<file path="src/rtl/adder_pkg.sv">
// rtl/adder_pkg.sv - shared constants, state encoding and helpers for the adder arbiter
package adder_pkg;

  localparam int DEF_DATA_W = 4;
  localparam int DEF_N_OPS  = 4;
  localparam int DEF_SUM_W  = 16;

  typedef enum logic [1:0] {
    IDLE = 2'd0,
    ACC  = 2'd1,
    DONE = 2'd2
  } state_e;

  // Operand index width; a single-operand job still needs a 1-bit index.
  function automatic int idx_width(input int n);
    return (n > 1) ? $clog2(n) : 1;
  endfunction

endpackage

</file>
<file path="src/rtl/adder_accum_dp.sv">
// rtl/adder_accum_dp.sv - latched operand register, operand select and accumulator
module adder_accum_dp
  import adder_pkg::*;
#(
  parameter int DATA_W = DEF_DATA_W,
  parameter int N_OPS  = DEF_N_OPS,
  parameter int SUM_W  = DEF_SUM_W,
  parameter int IDX_W  = idx_width(DEF_N_OPS)
) (
  input  logic                      clk_i,
  input  logic                      rst_i,
  input  logic                      load_i,
  input  logic                      add_i,
  input  logic [N_OPS*DATA_W-1:0]   opnd_i,
  input  logic [IDX_W-1:0]          idx_i,
  output logic [SUM_W-1:0]          sum_o
);

  logic [N_OPS*DATA_W-1:0] op_q;
  logic [SUM_W-1:0]        acc_q;
  logic [DATA_W-1:0]       sel;

  // sum_o is the accumulator plus the currently indexed operand, zero-extended.
  always_comb begin
    sel   = op_q[idx_i*DATA_W +: DATA_W];
    sum_o = acc_q + SUM_W'(sel);
  end

  always_ff @(posedge clk_i) begin
    if (rst_i) begin
      op_q  <= '0;
      acc_q <= '0;
    end else if (load_i) begin
      op_q  <= opnd_i;
      acc_q <= '0;
    end else if (add_i) begin
      acc_q <= sum_o;
    end
  end

endmodule

</file>
<file path="src/rtl/adder_arbiter.sv">
// rtl/adder_arbiter.sv - two-requester round-robin front end for the shared accumulate datapath
module adder_arbiter
  import adder_pkg::*;
#(
  parameter int DATA_W = DEF_DATA_W,
  parameter int N_OPS  = DEF_N_OPS,
  parameter int SUM_W  = DEF_SUM_W
) (
  input  logic                    clk,
  input  logic                    rst,
  input  logic                    req0,
  input  logic [N_OPS*DATA_W-1:0] opnd0,
  input  logic                    req1,
  input  logic [N_OPS*DATA_W-1:0] opnd1,
  output logic [1:0]              gnt,
  output logic [1:0]              done,
  output logic                    busy,
  output logic [SUM_W-1:0]        o_sum
);

  localparam int IDX_W = idx_width(N_OPS);

  state_e            state_q, state_d;
  logic [1:0]        gnt_q, gnt_d;
  logic [1:0]        done_q, done_d;
  logic              busy_q, busy_d;
  logic              owner_q, owner_d;
  logic              last_q, last_d;
  logic [IDX_W-1:0]  idx_q, idx_d;
  logic [SUM_W-1:0]  sum_q, sum_d;

  logic              any_req;
  logic              winner;
  logic              dp_load;
  logic              dp_add;
  logic [SUM_W-1:0]  dp_sum;

  // On a tie the requester that did not finish last wins.
  assign any_req = req0 | req1;
  assign winner  = (req0 & req1) ? ~last_q : req1;
  assign dp_load = (state_q == IDLE) && any_req;
  assign dp_add  = (state_q == ACC);

  adder_accum_dp #(
    .DATA_W (DATA_W),
    .N_OPS  (N_OPS),
    .SUM_W  (SUM_W),
    .IDX_W  (IDX_W)
  ) u_dp (
    .clk_i  (clk),
    .rst_i  (rst),
    .load_i (dp_load),
    .add_i  (dp_add),
    .opnd_i (winner ? opnd1 : opnd0),
    .idx_i  (idx_q),
    .sum_o  (dp_sum)
  );

  always_ff @(posedge clk) begin
    if (rst) begin
      state_q <= IDLE;
      gnt_q   <= '0;
      done_q  <= '0;
      busy_q  <= 1'b0;
      owner_q <= 1'b0;
      last_q  <= 1'b1;
      idx_q   <= '0;
      sum_q   <= '0;
    end else begin
      state_q <= state_d;
      gnt_q   <= gnt_d;
      done_q  <= done_d;
      busy_q  <= busy_d;
      owner_q <= owner_d;
      last_q  <= last_d;
      idx_q   <= idx_d;
      sum_q   <= sum_d;
    end
  end

  always_comb begin
    state_d = state_q;
    gnt_d   = '0;
    done_d  = '0;
    busy_d  = busy_q;
    owner_d = owner_q;
    last_d  = last_q;
    idx_d   = idx_q;
    sum_d   = sum_q;
    case (state_q)
      IDLE: begin
        if (any_req) begin
          gnt_d   = {winner, ~winner};
          owner_d = winner;
          busy_d  = 1'b1;
          idx_d   = '0;
          state_d = ACC;
        end
      end
      ACC: begin
        idx_d = idx_q + IDX_W'(1);
        if (idx_q == IDX_W'(N_OPS - 1)) begin
          sum_d   = dp_sum;
          done_d  = {owner_q, ~owner_q};
          state_d = DONE;
        end
      end
      DONE: begin
        last_d  = owner_q;
        busy_d  = 1'b0;
        state_d = IDLE;
      end
      default: state_d = IDLE;
    endcase
  end

  always_comb begin
    gnt   = gnt_q;
    done  = done_q;
    busy  = busy_q;
    o_sum = sum_q;
  end

endmodule

</file>
<file path="config.mk">
export PLATFORM = sky130hd
export DESIGN_NAME = adder_arbiter
export DESIGN_NICKNAME = d
export VERILOG_FILES = /design/src/rtl/adder_pkg.sv /design/src/rtl/adder_accum_dp.sv /design/src/rtl/adder_arbiter.sv
export SDC_FILE = /design/constraint.sdc
export NUM_CORES = 1
export LEC_CHECK = 0
export ABC_AREA = 0
export CAP_MARGIN = 25
export CORE_ASPECT_RATIO = 0.75
export CORE_MARGIN = 2
export CORE_UTILIZATION = 48
export CTS_BUF_LIST = sky130_fd_sc_hd__clkbuf_8
export CTS_CLUSTER_DIAMETER = 80
export DETAILED_ROUTE_END_ITERATION = 8
export PLACE_DENSITY = 0.83
export SLEW_MARGIN = 5
export SYNTH_ARGS = -nofsm -noshare
export SYNTH_HDL_FRONTEND = slang
export SYNTH_SLANG_ARGS = --single-unit
</file>
<file path="constraint.sdc">
create_clock -name clk -period 7.3 [get_ports clk]
set_input_delay 1.095 -clock clk [delete_from_list [all_inputs] [get_ports clk]]
set_output_delay 1.095 -clock clk [all_outputs]
set_load 0.05 [all_outputs]
</file>
==> metrics.md, run 1 <==
| Metric | Value |
|---|---|
| Final Hold Vio Count | `0` |
| HPWL Detailed | `about 4.6 mm` |
| Max-slew violation count | `0` |
| Post_cts resized | `0` |
| First-pass GRT wire length | `10.9 mm` |
| WL final | `6.50 mm` |
| Die Wd | `91.0 um` |
| R2r endpoint | `u_dp.acc_q[11]` |
| Num CTS Buffers | `9` |
| CTS H-tree depth | `3` |
| Nets | `381` |
| Slew at the pin closest to its max-slew limit | `0.908 ns` |
| IO Pins | `57` |
| Static leakage | `1.30 nW` |
| Top Layer Used | `met4` |
| Critical path's largest stage delay | `0.64 ns` |
| Fraction of layout cells with a size suffix above 1 | `around a tenth` |
| Worst EP arrival | `around 3.4 ns` |
| Area grow syn2layout | `29.4%` |
| Crit-path cells | `mux4_2 -> ha_1 -> o21ai_0 -> o21ai_1 -> nand3_1 -> or3_1 -> a21oi_1` |
| Place WS | `4.00 ns` |
| Ys flop type | `dfxtp_1` |
| Clock Sinks | `just under 60` |
| Root buffer cell | `clkbuf_8` |
| Worst r2r src | `idx_q[0]` |
| Final setup fails | `0` |
| Worst Path Max Fanout | `11` |
| Worst r2r path cells | `7` |
| Setup TNS | `0 ns` |
| Cell taking the most area after synthesis | `dfxtp_1` |
| Met2 wire len | `3.14 mm` |
| Synthesized flop and latch total | `59` |
| Vias per cell | `5.61` |
| EDFF count, synth | `0` |
| Clock Skew | `0.0106 ns` |
| Number of DRC markers in iteration 0 | `229` |
| Final WS setup | `approximately 4.2 ns` |
| Met1 wire length | `2.93 mm` |
| Port Buffers | `56` |
| Synth async-reset ratio | `0%` |
| Top area cells in the synthesized netlist | `dfxtp_1, a222oi_1, nor2_1` |
| Hold Path Sink | `u_dp.acc_q[2]` |
| Post-synth cell types | `45` |
| Vias in the first global route | `2288` |
| Final worst path period share | `42.6%` |
| Routed WL per cell | `15.5 um` |
| Sequential fraction of the synthesis area | `a little over two fifths` |
| Highest-delay cell along the critical path | `o21ai_1` |
| Status | `completed` |
| GPL Wtd Cong | `about 0.82` |
| # hold bufs at CTS | `0` |
| Commonest cells in the netlist | `dfxtp_1, nor2_1, inv_1, nand2_1, a222oi_1` |
| Die Y | `69.3 um` |
| Most instantiated library cell after synthesis | `dfxtp_1` |
| Cells after Synth | `287` |
| Clock latency on the worst-skew pair | `0.35 ns` |
| # DRC | `0` |
| Hold depth | `2` |
| Met3 wire length | `between 300 and 400 um` |
| ANT nets after route | `0` |
| PwrDens | `between 200 and 250 mW/mm^2` |
| Flop2flop setup slack | `4.19 ns` |
| Worst hold start | `u_dp.acc_q[2]` |
| Total Routing Usage GR | `approximately 22%` |
| Critical Path Start Type | `flop` |
| Yosys Warn Count | `0` |
| Core area | `between 0.005 and 0.006 sq mm` |
| Top cell type's share of synthesized area | `between 40% and 50%` |
| CP endpoint kind | `flop` |
| WP data required | `7.57 ns` |
| Die ar. | `roughly 0.0063 sq mm` |
| RSZ-0062 raised after global routing | `no` |
| Post-CTS setup buffer count | `0` |
| Total global routing overflow | `0` |
| Mapped Area | `0.00273 sq mm` |
| Clock-pin slew on the worst setup and hold paths | `0.06 ns` |
| Min-delay worst type | `reg2reg` |
| Filler cell count | `474` |
| Largest net degree at the start of global routing | `29` |
| Vias | `2349` |
| ANT cells | `0` |
| Syn_nets | `329` |
| Row count | `23` |
| Slew headroom | `39.4%` |
| WS Path Type | `reg2reg` |
| Initial core utilization | `50.4%` |
| Max Cap Viol | `0` |
| Achievable frequency | `~0.32 GHz` |
| Max clock buf depth | `2` |
| Syn_area_per_cell | `between 9 and 10 sq um` |
| CTS tree | `built` |
| Pre-antenna DRT Iters | `6` |
| Tmin final | `3.11 ns` |
| Peak VDD IR | `0.000155 V` |
| Initial antenna violation count | `0` |
## worst max-delay path: cells and delay by family, from the launching register on
kind            cells  cell delay [ns]
compound gates      3             0.89
fa+ha+maj           1             0.40
flops               1             0.52
mux                 1             0.55
simple gates        2             0.67
## cells in the final DEF, fill, tap and decap left out, types with 2 or more instances in the layout
| cell type | Yosys | layout |
|---|---|---|
| a211oi_1 | 15 | 15 |
| nor2b_1 | 2 | 2 |
| nand2b_1 | 2 | 2 |
| and2_1 | 2 | 2 |
| inv_1 | 24 | 25 |
| or3_1 | 2 | 2 |
| clkdlybuf4s50_1 | 0 | 56 |
| clkinvlp_4 | 0 | 2 |
| dfxtp_1 | 59 | 59 |
| a222oi_1 | 16 | 16 |
| a21oi_1 | 15 | 15 |
| o21ai_0 | 4 | 4 |
| nor2_1 | 32 | 32 |
| nand4_1 | 4 | 4 |
| nand2_1 | 24 | 24 |
| and3_1 | 2 | 2 |
| nor3_1 | 3 | 3 |
| ha_1 | 5 | 5 |
| nand3_1 | 7 | 7 |
| a211oi_2 | 2 | 2 |
| clkbuf_8 | 0 | 12 |
| xnor2_1 | 11 | 11 |
| xor2_1 | 11 | 11 |
| a2111oi_4 | 3 | 3 |
| a21o_1 | 3 | 3 |
| mux4_2 | 4 | 4 |
## power breakdown
group	leakage, nW	total, W	switching [W]	internal, W
logic	0.718	0.0000727	0.0000363	0.0000364
registers	0.480	0.000340	0.00000782	0.000333
clock network	0.106	0.000312	0.000128	0.000184
total	1.30	0.000725	0.000172	0.000553
## final cells by class
type | count | area (sq um) | share of cell area, %
Tap cell | 75 | 93.8 | 2.66
Timing Repair Buffer | 58 | 579 | 16.4
Multi-Input combinational cell | 187 | 1370 | 38.8
Sequential cell | 59 | 1180 | 33.5
Clock buffer | 12 | 165 | 4.68
Inverter | 24 | 90.1 | 2.55
Clock inverter | 4 | 48.8 | 1.38
## logic make-up after synthesis
group / count (synthesis) / synth area share, %
AO/OA/AOI/OAI: 65 / 20.5
XOR/XNOR: 22 / 7.07
buffers and inverters: 41 / 6.47
adder cells (fa/ha/maj): 6 / 3.03
AND/OR/NAND/NOR: 90 / 16.3
flip-flops: 59 / 43.3
multiplexers: 4 / 3.30
## how the worst max path moves through the flow
stage                           endpoint  startpoint  slack (ns)
final                     u_dp.acc_q[11]    idx_q[0]        4.19
after global routing      u_dp.acc_q[11]    idx_q[0]        3.93
after CTS                 u_dp.acc_q[11]    idx_q[0]        4.19
after detailed placement    u_dp.op_q[6]         rst        4.00
after global placement      u_dp.op_q[8]         rst        4.14
after floorplan                o_sum[12]    idx_q[0]        4.83
## metal layers
| metal | vias to the layer above | track usage (%) |
|---|---|---|
| li1 | 1132 | - |
| met1 | 1137 | 27.9 |
| met2 | 67 | 33.8 |
| met3 | 13 | 7.93 |
| met4 | 0 | 8.08 |
| met5 | - | 0 |
## sequential cells by signal, indices dropped and copies added (netlist names)
| signal | flops |
|---|---|
| u_dp.op_q | 16 |
| u_dp.acc_q | 16 |
| idx_q | 2 |
| owner_q | 1 |
| gnt | 2 |
| last_q | 1 |
| busy | 1 |
| o_sum | 16 |
| state_q | 2 |
| done | 2 |
## metrics by stage
step / power, W / utilization [%] / hold slack, ns / area, sq um / std cells
finish: 0.000725 / 65.2 / 0.462 / 3530 / 419
global route: 0.000754 / 65.2 / 0.484 / 3530 / 419
CTS: 0.000731 / 65.0 / 0.464 / 3520 / 418
detailed placement: 0.000418 / 61.0 / 0.456 / 3300 / 402
global placement: 0.000415 / 61.0 / 0.447 / 3300 / 402
floorplan: 0.000386 / - / 0.441 / 2730 / 287
No activity file was read; power rests on OpenSTA's default activity.
==> run 2, diff against run 1 <==
--- a/config.mk
+++ b/config.mk
@@ -13,7 +13,7 @@
 export CTS_BUF_LIST = sky130_fd_sc_hd__clkbuf_8
 export CTS_CLUSTER_DIAMETER = 80
 export DETAILED_ROUTE_END_ITERATION = 8
-export PLACE_DENSITY = 0.83
+export PLACE_DENSITY = 0.86
 export SLEW_MARGIN = 5
 export SYNTH_ARGS = -nofsm -noshare
 export SYNTH_HDL_FRONTEND = slang
==> constraint.sdc (replaced) <==
create_clock -name clk -period 2.6 [get_ports clk]
set_input_delay 0.39 -clock clk [delete_from_list [all_inputs] [get_ports clk]]
set_output_delay 0.39 -clock clk [all_outputs]
set_load 0.05 [all_outputs]
==> metrics.md, run 2 (same netlist as run 1, synthesis figures left out) <==
| Metric | Value |
|---|---|
| Area grow syn2layout | `33.4%` |
| Achievable frequency | `about 0.4 GHz` |
| Worst Path Max Fanout | `7` |
| Setup TNS | `0 ns` |
| IO Pins | `57` |
| Power Total | `0.00218 W` |
| Critical path's largest stage delay | `0.37 ns` |
| FF/Latch Area | `0.00119 sq mm` |
| Root buffer cell | `clkbuf_8` |
| Filler cell count | `roughly 420` |
| Multi-input gate area | `0.00139 sq mm` |
| Vias | `2414` |
| Worst EP arrival | `2.76 ns` |
| Total global routing overflow | `0` |
| GPL Wtd Cong | `0.838` |
| WS Path Type | `reg2reg` |
| Die Y | `69.3 um` |
| WP data required | `2.87 ns` |
| Initial antenna violation count | `0` |
| Number of DRC markers in iteration 0 | `248` |
| Total Routing Usage GR | `22.2%` |
| M1 GR Usage | `28.7%` |
| Tmin final | `2.50 ns` |
| M3 GR Usage | `7.28%` |
| Die Wd | `91.0 um` |
| Slew headroom | `55.5%` |
| Min-delay worst type | `reg2reg` |
| Worst r2r path cells | `9` |
| Clock Sinks | `59` |
| Slew at the pin closest to its max-slew limit | `0.667 ns` |
| GRT busiest layer | `met2` |
| Most frequent cells in the layout | `dfxtp_1, clkdlybuf4s50_1, nor2_1` |
| CTS tree | `built` |
| Static leakage | `1.36 nW` |
| Nets | `just under 400` |
| First-pass GRT wire length | `11.1 mm` |
| Row count | `23` |
| Core area | `0.00541 sq mm` |
| Final Hold Vio Count | `0` |
| Clock latency on the worst-skew pair | `0.34 ns` |
| Layout Cells excl Fill | `427` |
| Met2 Usage GRT | `between 30 and 40%` |
| Status | `completed` |
| CP endpoint kind | `flop` |
| Final core occ | `between 60% and 70%` |
| Num CTS Buffers | `9` |
| Crit-path cells | `mux4_2 -> ha_2 -> inv_1 -> fa_2 -> and2b_1 -> o21ai_4 -> a2111oi_4 -> xnor2_1 -> a211oi_2` |
| # hold bufs at CTS | `0` |
| Initial core utilization | `50.4%` |
| Largest net degree at the start of global routing | `22` |
| Routed WL per cell | `15.8 um` |
| Max-slew violation count | `0` |
| ANT nets after route | `0` |
| Highest-delay cell along the critical path | `a2111oi_4` |
| Pre-antenna DRT Iters | `6` |
| Peak VDD IR | `about 0.00036 V` |
| Vias per cell | `5.65` |
| DP Cell Count | `411` |
| PwrDens | `600 mW/mm^2` |
| CTS H-tree depth | `3` |
| Clock-pin slew on the worst setup and hold paths | `0.07 ns` |
| Final worst path period share | `96.0%` |
| Hold depth | `2` |
| Vias in the first global route | `2282` |
| Critical Path Start Type | `flop` |
| Post-CTS setup buffer count | `0` |
| Die ar. | `between 0.006 and 0.007 sq mm` |
| # DRC | `0` |
| Most common cell after layout, fill and taps aside | `dfxtp_1` |
| HPWL Detailed | `~4.8 mm` |
| ANT cells | `0` |
| WL final | `roughly 6.8 mm` |
| Fraction of layout cells with a size suffix above 1 | `about 14%` |
| Final setup fails | `0` |
| Max clock buf depth | `2` |
| Max Cap Viol | `0` |
| RSZ-0062 raised after global routing | `no` |
| Clock Skew | `0.0103 ns` |
| Port Buffers | `56` |
==> run 2: cell type report <==
cell class                      instances  share of cell area, %
Tap cell                               75                   2.58
Sequential cell                        59                   32.6
Inverter                               24                   2.48
Multi-Input combinational cell        187                   38.2
Timing Repair Buffer                   66                   17.5
Clock buffer                           10                   3.79
Clock inverter                          6                   2.89
==> run 2: repair_timing <==
item / in CTS / in global routing
gates resized for setup: 1 / 8
endpoints found under the setup margin: 1 / 9
hold endpoints to repair: 0 / 0
pin swaps: 0 / 2
==> run 2: worst paths after layout <==
path / from / end / slack (ns)
setup reg to reg: idx_q[1] / o_sum[14] / 0.10
hold / removal: o_sum[3] / o_sum[3] / 0.46
hold reg to reg: o_sum[3] / o_sum[3] / 0.46
setup / recovery: idx_q[1] / o_sum[14] / 0.10
==> run 2: per-stage QoR <==
step | area [sq um] | setup slack (ns) | hold slack (ns)
6_report | 3640 | 0.104 | 0.460
5_1_grt | 3640 | 0.000776 | 0.495
4_1_cts | 3610 | 0.0368 | 0.462
3_5_place_dp | 3370 | 0.0110 | 0.451
3_3_place_gp | 3370 | 0.0977 | 0.444
2_1_floorplan | 2730 | 0.128 | 0.441
==> run 2: where the power goes <==
group | switching, W | internal [W] | leakage (nW)
Sequential | 0.0000220 | 0.000933 | 0.481
Combinational | 0.000104 | 0.000109 | 0.756
Clock | 0.000356 | 0.000656 | 0.125
==> run 2: critical path, delay by kind of cell (launching register included) <==
kind,cells,cell delay [ns]
AO/OA/AOI/OAI,3,0.73
adder cells (fa/ha/maj),2,0.55
flip-flops,1,0.35
multiplexers,1,0.34
AND/OR/NAND/NOR,1,0.24
XOR/XNOR,1,0.15
buffers and inverters,1,0.06
==> run 2: layer usage <==
layer | share of wire (%) | routed length, um | up-vias
met3 | 6.6 | 443 | 11
met2 | 49 | 3320 | 92
met4 | 1.4 | 94 | 0
li1 | - | - | 1152
met5 | 0 | 0 | -
met1 | 43 | 2890 | 1159
